--- src/rtl/d_mem_port_arbiter.sv ---
// Two-port arbiter/sequencer in front of the single-port data memory (MEM stage vs. DMA).
// Optional grant statistics and starvation event output are enabled with `define DARB_STATS_EN.
module d_mem_port_arbiter #(
    parameter int ADDR_W   = 8,
    parameter int DATA_W   = 16,
    parameter int MAX_WAIT = 4
) (
    input  logic              clk,
    input  logic              rst,
    input  logic              p0_req,
    input  logic              p0_we,
    input  logic [ADDR_W-1:0] p0_addr,
    input  logic [DATA_W-1:0] p0_wdata,
    input  logic              p0_lock,
    output logic              p0_gnt,
    output logic              p0_rvalid,
    output logic [DATA_W-1:0] p0_rdata,
    input  logic              p1_req,
    input  logic              p1_we,
    input  logic [ADDR_W-1:0] p1_addr,
    input  logic [DATA_W-1:0] p1_wdata,
    input  logic              p1_lock,
    output logic              p1_gnt,
    output logic              p1_rvalid,
    output logic [DATA_W-1:0] p1_rdata,
    output logic [ADDR_W-1:0] mem_addr,
    output logic [DATA_W-1:0] mem_wdata,
    output logic              mem_we,
    input  logic [DATA_W-1:0] mem_rdata
`ifdef DARB_STATS_EN
    ,
    output logic [15:0]       p0_gnt_cnt,
    output logic [15:0]       p1_gnt_cnt,
    output logic              starve_evt
`endif
);

    localparam int WAIT_W = $clog2(MAX_WAIT + 1);
    localparam logic [WAIT_W-1:0] WAIT_MAX = WAIT_W'(MAX_WAIT);

    typedef enum logic [1:0] {
        IDLE = 2'd0,
        OWN0 = 2'd1,
        OWN1 = 2'd2
    } state_t;

    state_t            r_state;
    logic [WAIT_W-1:0] r_wait0;
    logic [WAIT_W-1:0] r_wait1;
    logic              r_p0_rvalid;
    logic              r_p1_rvalid;
    logic              w_starve0;
    logic              w_starve1;
    logic              w_gnt0;
    logic              w_gnt1;

    assign w_starve0 = p0_req && (r_wait0 == WAIT_MAX);
    assign w_starve1 = p1_req && (r_wait1 == WAIT_MAX);

    // A starved requester preempts even a locked owner; at most one port can be starved at once.
    always_comb begin
        w_gnt0 = 1'b0;
        w_gnt1 = 1'b0;
        if (!rst) begin
            case (r_state)
                IDLE: begin
                    if (w_starve1)      w_gnt1 = 1'b1;
                    else if (w_starve0) w_gnt0 = 1'b1;
                    else if (p0_req)    w_gnt0 = 1'b1;
                    else if (p1_req)    w_gnt1 = 1'b1;
                end
                OWN0: begin
                    if (w_starve1)      w_gnt1 = 1'b1;
                    else if (p0_req)    w_gnt0 = 1'b1;
                end
                OWN1: begin
                    if (w_starve0)      w_gnt0 = 1'b1;
                    else if (p1_req)    w_gnt1 = 1'b1;
                end
                default: ;
            endcase
        end
    end

    assign p0_gnt = w_gnt0;
    assign p1_gnt = w_gnt1;

    always_comb begin
        mem_we    = 1'b0;
        mem_addr  = p0_addr;
        mem_wdata = p0_wdata;
        if (rst) begin
            mem_addr  = '0;
            mem_wdata = '0;
        end else if (w_gnt1) begin
            mem_we    = p1_we;
            mem_addr  = p1_addr;
            mem_wdata = p1_wdata;
        end else if (w_gnt0) begin
            mem_we    = p0_we;
        end
    end

    // A forced grant lands via IDLE, so the granted port's own lock decides the next state.
    always_ff @(posedge clk) begin
        if (rst) begin
            r_state <= IDLE;
        end else if (w_gnt0) begin
            r_state <= p0_lock ? OWN0 : IDLE;
        end else if (w_gnt1) begin
            r_state <= p1_lock ? OWN1 : IDLE;
        end else begin
            r_state <= IDLE;
        end
    end

    always_ff @(posedge clk) begin
        if (rst) begin
            r_wait0 <= '0;
            r_wait1 <= '0;
        end else begin
            if (p0_req && !w_gnt0) r_wait0 <= (r_wait0 == WAIT_MAX) ? WAIT_MAX : r_wait0 + 1'b1;
            else                   r_wait0 <= '0;
            if (p1_req && !w_gnt1) r_wait1 <= (r_wait1 == WAIT_MAX) ? WAIT_MAX : r_wait1 + 1'b1;
            else                   r_wait1 <= '0;
        end
    end

    // Read return: memory answers one cycle after the address, tag it with the granting port.
    always_ff @(posedge clk) begin
        if (rst) begin
            r_p0_rvalid <= 1'b0;
            r_p1_rvalid <= 1'b0;
        end else begin
            r_p0_rvalid <= w_gnt0 && !p0_we;
            r_p1_rvalid <= w_gnt1 && !p1_we;
        end
    end

    assign p0_rvalid = r_p0_rvalid;
    assign p1_rvalid = r_p1_rvalid;
    assign p0_rdata  = mem_rdata;
    assign p1_rdata  = mem_rdata;

`ifdef DARB_STATS_EN
    logic [15:0] r_p0_gnt_cnt;
    logic [15:0] r_p1_gnt_cnt;

    always_ff @(posedge clk) begin
        if (rst) begin
            r_p0_gnt_cnt <= '0;
            r_p1_gnt_cnt <= '0;
        end else begin
            if (w_gnt0) r_p0_gnt_cnt <= r_p0_gnt_cnt + 16'd1;
            if (w_gnt1) r_p1_gnt_cnt <= r_p1_gnt_cnt + 16'd1;
        end
    end

    assign p0_gnt_cnt = r_p0_gnt_cnt;
    assign p1_gnt_cnt = r_p1_gnt_cnt;
    assign starve_evt = (w_gnt0 && w_starve0) || (w_gnt1 && w_starve1);
`endif

endmodule

--- config.mk ---
export PLATFORM = sky130hd
export DESIGN_NAME = d_mem_port_arbiter
export DESIGN_NICKNAME = d
export VERILOG_FILES = /design/src/rtl/d_mem_port_arbiter.sv
export SDC_FILE = /design/constraint.sdc
export NUM_CORES = 1
export LEC_CHECK = 0
export ABC_AREA = 1
export CAP_MARGIN = 0
export CORE_ASPECT_RATIO = 1.4
export CORE_MARGIN = 2
export CORE_UTILIZATION = 30
export CTS_BUF_LIST = sky130_fd_sc_hd__clkbuf_16
export DETAILED_ROUTE_END_ITERATION = 12
export PLACE_DENSITY = 0.92
export SLEW_MARGIN = 20
export SYNTH_ARGS = -nofsm -noshare
export SYNTH_HDL_FRONTEND = slang
export SYNTH_SLANG_ARGS = --single-unit
--- constraint.sdc ---
create_clock -name clk -period 4.3 [get_ports clk]
set_input_delay 0.43 -clock clk [delete_from_list [all_inputs] [get_ports clk]]
set_output_delay 0.43 -clock clk [all_outputs]
set_load 0.01 [all_outputs]
==> impl_metrics.ini, run 1 <==
[logic_synthesis]
synth_seq_cells = 10
yosysWarnings = 0
synth.net_count = 281
syn_area_um2 = 1170
synth_area_leader_cell = buf_4
synth_cell_types = 14
netlist_instances = 205
seq_area_frac_synth_pct = 17.2
synth_top_cell_area_share_pct = 21.2
syn_avg_cell_area_um2 = 5.69
synth.area.top_cells = buf_4 21%, dfxtp_1 17%, nand2_1 15%, nor2_1 12%, inv_1 9.3%

[critical_path]
cp_common_cell = nor2_1
critPathMaxStageDelay_ns = 0.63
crit_path_cell_trace = clkdlybuf4s50_1 -> inv_1 -> nor2_1 -> nand3_1 -> nand2_1 -> buf_4 -> nor2_1 -> nor2_1 -> clkdlybuf4s50_1
crit_buf_inv = 4
criticalPathCategory = in -> out
path_max_fanout = 20
crit_arrival_ns = 3.13
critPathCaptureType = primary output
crit_required_ns = 3.87
cp-start-kind = input pin
cpLargestDelayFamily = buffers and inverters
cpMaxStageDelayCell = nand2_1

[power]
vdd_drop_max_uv = 228
p_leak_nw = 0.859
power_mw = 0.408
powerDensity_nw_per_um2 = 220

[place]
dpl.hpwl_um = 2690
portBuffers = 84
place_congestion = 0.764
place_area_um2 = 1780
pre_cts_ws_ns = 0.725

[sta]
hold_viol = 0
timing.setup.tns_ns = 0
fin_crit_sh_pct = 82.9
skew_ns = 0.000412
clock.fmax_ghz = 0.281
tightestPinTransition_ns = 0.645
relSlewSlack_pct = 56.9
setup_ws_ns = 0.737
period_minus_slack_ns = 3.56
setup_viol = 0
slew_violations = 0
grt_setup_unrepaired = false

[global_routing]
grt_max_degree = 21
grt_overflow_total = 0
grt_pass1_wl_um = 5440
grt_pass1_vias = 1299
antenna_found_initial = 0
track_usage_pct = 15.1

[layout]
final_common_cell = clkdlybuf4s50_1
multi_input_area_um2 = 567
syn_to_final_growth_pct = 58.8
n_fill_cell = 375
final_area_um2 = 1850
n_antenna_cell = 0
seq_area_um2 = 200
final_nets = 331
post-route-util_pct = 50.4
drive_above_1_share_pct = 1.58
mostFrequentLayoutCells = 84 x clkdlybuf4s50_1, 48 x nand2_1, 37 x nor2_1

[die]
dieArea_um2 = 4410
core_area_um2 = 3680
start_util_pct = 31.7
top_level_ports = 133
placement_rows = 26
die_x_um = 56.7
die_h_um = 77.8

[detailed_routing]
routed_wl_um = 3330
routed.top_layer = met4
drt-vias-per-instance = 4.55
wl_per_cell_um = 11.3
num_vias = 1341
drc = 0
antenna_left = 0
wl_met2_um = 1810
drt_first_pass_iters = 4
drt_iter0_markers = 82
wl_met1_um = 1160
wl_met3_um = 258

[clock_tree]
insertion_delay_ns = 0.24
clock_tree.root_cell = clkbuf_16
hold_buffers = 0
cts_htree_levels = 1
cts_inserted_buffers = 3
clock-sinks = 10
ctsLongestPathBuffers = 2
cts_tree = done
clk_pin_slew_worst_paths_ns = 0.04
postCtsSetupBuffers = 0
post_cts_resized = 0

[flow_run]
cap_violations = 0

[outcome]
status = complete, no violations

[worst_hold_path]
hold_class = reg -> reg
==> synth_stat cells, drive strengths merged <==
library cell	n
inv	29
buf	36
nand4	2
nor2	37
clkbuf	4
nand3	18
ha	4
nand2	48
xnor2	2
nand3b	1
dfxtp	10
a21oi	14
==> power breakdown <==
part	switching (mW)	leakage [nW]	internal [mW]
clock network	0.0404	0.0370	0.120
registers	0.00148	0.0814	0.0960
logic	0.0584	0.740	0.0915
==> worst reg2reg max path, delay by kind of cell (launching register included) <==
family | cells | cell delay (ns)
buffers and inverters | 2 | 0.20
AND/OR/NAND/NOR | 4 | 1.28
flip-flops | 1 | 0.31
adder cells (fa/ha/maj) | 1 | 0.18
==> final cells by class <==
cell class	instances	share of cell area, %
clock buffers	3	4.05
inverters	29	5.88
multi-input cells	126	30.6
flip-flops and latches	10	10.8
well taps	42	2.84
repair buffers	85	45.8
==> through the flow <==
| step | hold WS, ns | instances |
|---|---|---|
| 5_1_grt | 0.474 | 295 |
| 2_1_floorplan | 0.417 | 205 |
| 3_5_place_dp | 0.444 | 292 |
| 3_3_place_gp | 0.429 | 292 |
| 6_report | 0.443 | 295 |
| 4_1_cts | 0.449 | 295 |
==> layer usage <==
layer,track usage [%],vias to the layer above
met4,7.86,0
met5,0,-
met3,2.00,17
met1,14.8,587
li1,-,682
met2,29.7,55
==> sequential cells by signal, indices dropped and copies added, names as in the netlist <==
register   flops
r_state        2
p1_rvalid      1
r_wait1        3
p0_rvalid      1
r_wait0        3
==> worst paths after layout <==
path,start,endpoint,slack [ns],cells after the start
worst max-delay path,p1_req,mem_wdata[9],0.74,9
worst min-delay path,r_wait0[0],r_wait0[0],0.44,1
worst max register to register,r_wait1[0],r_wait1[0],2.22,7
worst min register to register,r_wait0[0],r_wait0[0],0.44,1
==> kinds of logic after synthesis <==
kind of cell,after synthesis,share of synthesized area [%]
adder cells (fa/ha/maj),4,4.29
flip-flops,10,17.2
AND/OR/NAND/NOR,106,36.8
buffers and inverters,69,34.2
XOR/XNOR,2,1.50
AO/OA/AOI/OAI,14,6.01
No activity file was read; power rests on OpenSTA's default activity.
==> run 2, diff against run 1 <==
--- a/config.mk
+++ b/config.mk
@@ -9,10 +9,10 @@
 export CAP_MARGIN = 0
 export CORE_ASPECT_RATIO = 1.4
 export CORE_MARGIN = 2
-export CORE_UTILIZATION = 30
+export CORE_UTILIZATION = 28
 export CTS_BUF_LIST = sky130_fd_sc_hd__clkbuf_16
 export DETAILED_ROUTE_END_ITERATION = 12
-export PLACE_DENSITY = 0.92
+export PLACE_DENSITY = 0.86
 export SLEW_MARGIN = 20
 export SYNTH_ARGS = -nofsm -noshare
 export SYNTH_HDL_FRONTEND = slang
==> constraint.sdc (replaced) <==
create_clock -name clk -period 3.4 [get_ports clk]
set_input_delay 0.34 -clock clk [delete_from_list [all_inputs] [get_ports clk]]
set_output_delay 0.34 -clock clk [all_outputs]
set_load 0.01 [all_outputs]
==> impl_metrics.ini, run 2 (synthesis results as in run 1) <==
[clock_tree]
cts_htree_levels = 1
clk_pin_slew_worst_paths_ns = 0.04
postCtsSetupBuffers = 0
cts_inserted_buffers = 3
ctsLongestPathBuffers = 2
post_cts_resized = 0
clock-sinks = 10
insertion_delay_ns = 0.24
cts_tree = done
hold_buffers = 0
clock_tree.root_cell = clkbuf_16

[critical_path]
cp-start-kind = input pin
rr_worst_depth = 7
crit_arrival_ns = 2.49
criticalPathCategory = in -> out
critPathMaxStageDelay_ns = 0.54
critPathCaptureType = primary output
cpLargestDelayFamily = buffers and inverters
cp_num_cells = 9
crit_buf_inv = 4
crit_required_ns = 3.06
cpMaxStageDelayCell = clkdlybuf4s50_1
crit_path_cell_trace = clkdlybuf4s50_1 -> inv_1 -> nor2_1 -> nand3_1 -> nand2_1 -> buf_4 -> nand2_1 -> a21oi_1 -> clkdlybuf4s50_1
r2r_setup_slack_ns = 1.94
path_max_fanout = 23

[sta]
hold_viol = 0
period_minus_slack_ns = 2.83
grt_setup_unrepaired = false
tightestPinTransition_ns = 0.440
setup_viol = 0
slew_violations = 0
fin_crit_sh_pct = 83.4
clock.fmax_ghz = 0.353
setup_ws_ns = 0.566
timing.setup.tns_ns = 0
relSlewSlack_pct = 70.6
skew_ns = 0.00379

[detailed_routing]
drc = 0
wl_per_cell_um = 11.5
antenna_left = 0
drt-vias-per-instance = 4.46
drt_iter0_markers = 69
drt_first_pass_iters = 4
routed_wl_um = 3450
num_vias = 1343

[place]
place_area_um2 = 1810
portBuffers = 84
place_congestion = 0.765
dpl.hpwl_um = 2830
pre_cts_ws_ns = 0.523

[global_routing]
grt_overflow_total = 0
antenna_found_initial = 0
grt_pass1_vias = 1217
track_usage_pct = 14.0
grt_max_degree = 24
grt_pass1_wl_um = 5180

[layout]
syn_to_final_growth_pct = 61.8
final_nets = 335
final_common_cell = clkdlybuf4s50_1
reg.largest.list = r_wait0 x3, r_wait1 x3, r_state x2
final_area_um2 = 1890
drive_above_1_share_pct = 3.10
n_antenna_cell = 0
mostFrequentLayoutCells = 84 x clkdlybuf4s50_1, 48 x nand2_1, 37 x nor2_1
n_fill_cell = 406

[outcome]
status = complete, no violations

[die]
top_level_ports = 133
core_area_um2 = 3950
die_x_um = 58.5
placement_rows = 27
die_h_um = 80.4
dieArea_um2 = 4700
start_util_pct = 29.5

[worst_hold_path]
hold_class = reg -> reg
hold_depth = 1

[power]
vdd_drop_max_uv = 298
p_leak_nw = 0.879
powerDensity_nw_per_um2 = 278

[flow_run]
cap_violations = 0
-- run 2: cell count changes in the layout (fill, tap and decap cells not counted), sizes merged --
cell and delta:
buf +4, clkinv +1
-- run 2: metal layers --
layer	GRT usage (%)	part of all wire (%)
met1	13.1	33
met4	10.5	4.8
met5	0	0
met2	26.9	53
met3	1.29	8.6
-- run 2: worst paths after layout --
path	from	to
setup / recovery	p1_req	mem_wdata[0]
hold / removal	r_wait1[0]	r_wait1[0]
setup reg to reg	r_wait0[0]	r_state[1]
hold reg to reg	r_wait1[0]	r_wait1[0]
-- run 2: layout make-up --
class	instances	area [µm²]	share of cell area, %
Clock buffer	3	75.1	3.98
Clock inverter	1	3.75	0.199
Inverter	29	109	5.77
Multi-Input combinational cell	126	567	30.0
Sequential cell	10	200	10.6
Tap cell	43	53.8	2.85
Timing Repair Buffer	89	878	46.6
-- run 2: through the flow --
stage	utilization, %	hold slack, ns	instances	total power, mW
floorplan	-	0.412	205	0.238
global placement	45.7	0.428	297	0.317
detailed placement	45.7	0.437	297	0.320
CTS	47.7	0.443	301	0.531
global route	47.7	0.464	301	0.555
finish	47.7	0.444	301	0.524
-- run 2: worst reg2reg max path: stages, from the launching register on --
cell,delay (ns)
dfxtp_1,0.35
inv_1,0.06
ha_1,0.20
nand3_1,0.08
nand3_1,0.08
nand2_1,0.33
nand2_1,0.19
nor2_1,0.11
-- run 2: where the power goes --
part	switching (mW)	internal [mW]	leakage, nW
logic	0.0744	0.118	0.759
registers	0.00203	0.121	0.0814
clock network	0.0539	0.154	0.0385
==> edit, RTL diff (settings of run 2) <==
Add a define of `DARB_STATS_EN`.
--- a/src/rtl/d_mem_port_arbiter.sv
+++ b/src/rtl/d_mem_port_arbiter.sv
@@ -1,5 +1,7 @@
 // Two-port arbiter/sequencer in front of the single-port data memory (MEM stage vs. DMA).
 // Optional grant statistics and starvation event output are enabled with `define DARB_STATS_EN.
+`define DARB_STATS_EN
+
 module d_mem_port_arbiter #(
     parameter int ADDR_W   = 8,
     parameter int DATA_W   = 16,
Formal check against the unedited RTL (old outputs only; new: p0_gnt_cnt, p1_gnt_cnt and starve_evt): equivalent (Yosys induction, for registers that start in step).
==> edit against run 2 <==
Sequential cell count rose by 32; utilization decreased by 7.1 points; sequential share of layout area is 10 points higher; combinational power rose by 19%; global-route usage rose by 0.99 points; area after synthesis is 150% higher; worst setup slack improved by 2.5 ps; critical path depth shrank 2; design area grew 110%; routed wire length rose to 2.5 times the old value; total power rose by 130%; critical path type unchanged.
==> edit: results (changes against run 2) <==
{
  "first_pass_grt_wire_length": {"value": 13100, "unit": "µm", "change": "+150%"},
  "max_stage_delay": {"value": 580, "unit": "ps", "change": "+40 ps"},
  "synth.top_cells.by_area": "sky130_fd_sc_hd__dfxtp_1 (29%), sky130_fd_sc_hd__nand2_1 (19%), sky130_fd_sc_hd__buf_4 (9.9%)",
  "first_global_vias": {"value": 2813, "change": "+130%"},
  "synth_compound_area_frac": {"value": 0.108, "change": "+0.0474"},
  "clock_tree.htree_level_count": {"value": 2, "change": "+1"},
  "peakVddDrop": {"value": 182, "unit": "µV", "change": "-39%"},
  "numPortBuffers": {"value": 117, "change": "+39%"},
  "dr_wl_met2": {"value": 4590, "unit": "µm", "change": "+150%"},
  "numCtsBuffers": {"value": 5, "change": "+2"},
  "clkLatencyLatePin": {"value": 280, "unit": "ps", "change": "+40 ps"},
  "routed_met1_length": {"value": 3470, "unit": "µm", "change": "+200%"},
  "netlist-cell-type-count": {"value": 24, "change": "+10"},
  "leakagePower": {"value": 1.51, "unit": "nW", "change": "+72%"},
  "status": "finished clean",
  "layout.filler_cells": {"value": 1041, "change": "+160%"},
  "grt_max_degree": {"value": 44, "change": "+83%"},
  "reg2reg_slack": {"value": 1660, "unit": "ps", "change": "-280 ps"},
  "wl": {"value": 8650, "unit": "µm", "change": "+150%"},
  "hpwlAfterDp": {"value": 6560, "unit": "µm", "change": "+130%"},
  "worstHoldEndpoint": "r_wait0[0]$_SDFF_PP0_",
  "fin_skew": {"value": 7.34, "unit": "ps", "change": "+3.54 ps"},
  "synth.yosys.seq_area_share": {"value": 0.293, "change": "+0.121"},
  "synth.cells.most_frequent": "sky130_fd_sc_hd__nand2_1 (149), sky130_fd_sc_hd__nor2_1 (65), sky130_fd_sc_hd__a21oi_1 (49)",
  "r2r.worst_path.cells": {"value": 10, "change": "+3"},
  "total_nets_final": {"value": 623, "change": "+86%"},
  "worstHoldStart": "r_wait0[0]$_SDFF_PP0_",
  "synthesis.area_per_instance": {"value": 6.18, "unit": "µm²", "change": "+8.7%"},
  "postPlaceCellArea": {"value": 0.00390, "unit": "mm²", "change": "+120%"},
  "drive_gt1_frac": {"value": 0.0348, "change": "+0.00379"},
  "routed-wl-met3": {"value": 368, "unit": "µm", "change": "+24%"},
  "crit-reg2reg-capture": "p1_gnt_cnt[2]$_SDFFE_PP0N_",
  "layout.core_utilization": {"value": 0.406, "change": "-0.0712"},
  "number_of_violations_reported_at_the_end_of_detailed_routing_iteration_0": {"value": 118, "change": "+71%"},
  "mappedNetlistNets": {"value": 543, "change": "+93%"},
  "clock_pin_slew_on_the_worst_setup_and_hold_paths": {"value": 60, "unit": "ps", "change": "+20 ps"}
}
edit: cell types whose count changed after synthesis, sizes merged, moves of 6 or more:
cell   delta
nand4    +11
o21ai    +10
a21oi    +35
nor2     +28
nand2   +105
nand3     +6
inv      +15
dfxtp    +32
edit: worst register-to-register path, stage by stage (launching register included):
cell	delay [ps]
sky130_fd_sc_hd__dfxtp_1	360
sky130_fd_sc_hd__inv_1	50
sky130_fd_sc_hd__ha_1	210
sky130_fd_sc_hd__nand3_2	100
sky130_fd_sc_hd__nand4_2	120
sky130_fd_sc_hd__a21oi_1	390
sky130_fd_sc_hd__buf_4	260
sky130_fd_sc_hd__nand2_1	60
sky130_fd_sc_hd__nand2_1	50
sky130_fd_sc_hd__nand2_1	40
sky130_fd_sc_hd__inv_1	40
edit: worst max path at each step:
stage / to / slack (ps) / start / depth (start not counted)
floorplan: mem_addr[0] / 1710 / r_wait0[0]$_SDFF_PP0_ / 8
global placement: mem_we / 610 / p0_req / 12
detailed placement: mem_addr[1] / 580 / p1_req / 7
CTS: mem_addr[1] / 570 / p1_req / 7
global route: mem_wdata[0] / 400 / r_wait0[0]$_SDFF_PP0_ / 9
finish: mem_addr[1] / 570 / p1_req / 7
edit: report_power, final:
part | switching [mW] | total [mW] | internal, mW | leakage, nW
registers | 0.00737 | 0.507 | 0.499 | 0.340
clock network | 0.193 | 0.461 | 0.268 | 0.0672
logic | 0.105 | 0.230 | 0.125 | 1.10
total | 0.305 | 1.20 | 0.892 | 1.51
edit: final cells by class:
type	instances	area share
flip-flops and latches	42	0.208
well taps	135	0.0418
inverters	44	0.0415
clock buffers	5	0.0310
repair buffers	120	0.295
multi-input cells	332	0.379
clock inverters	3	0.00402
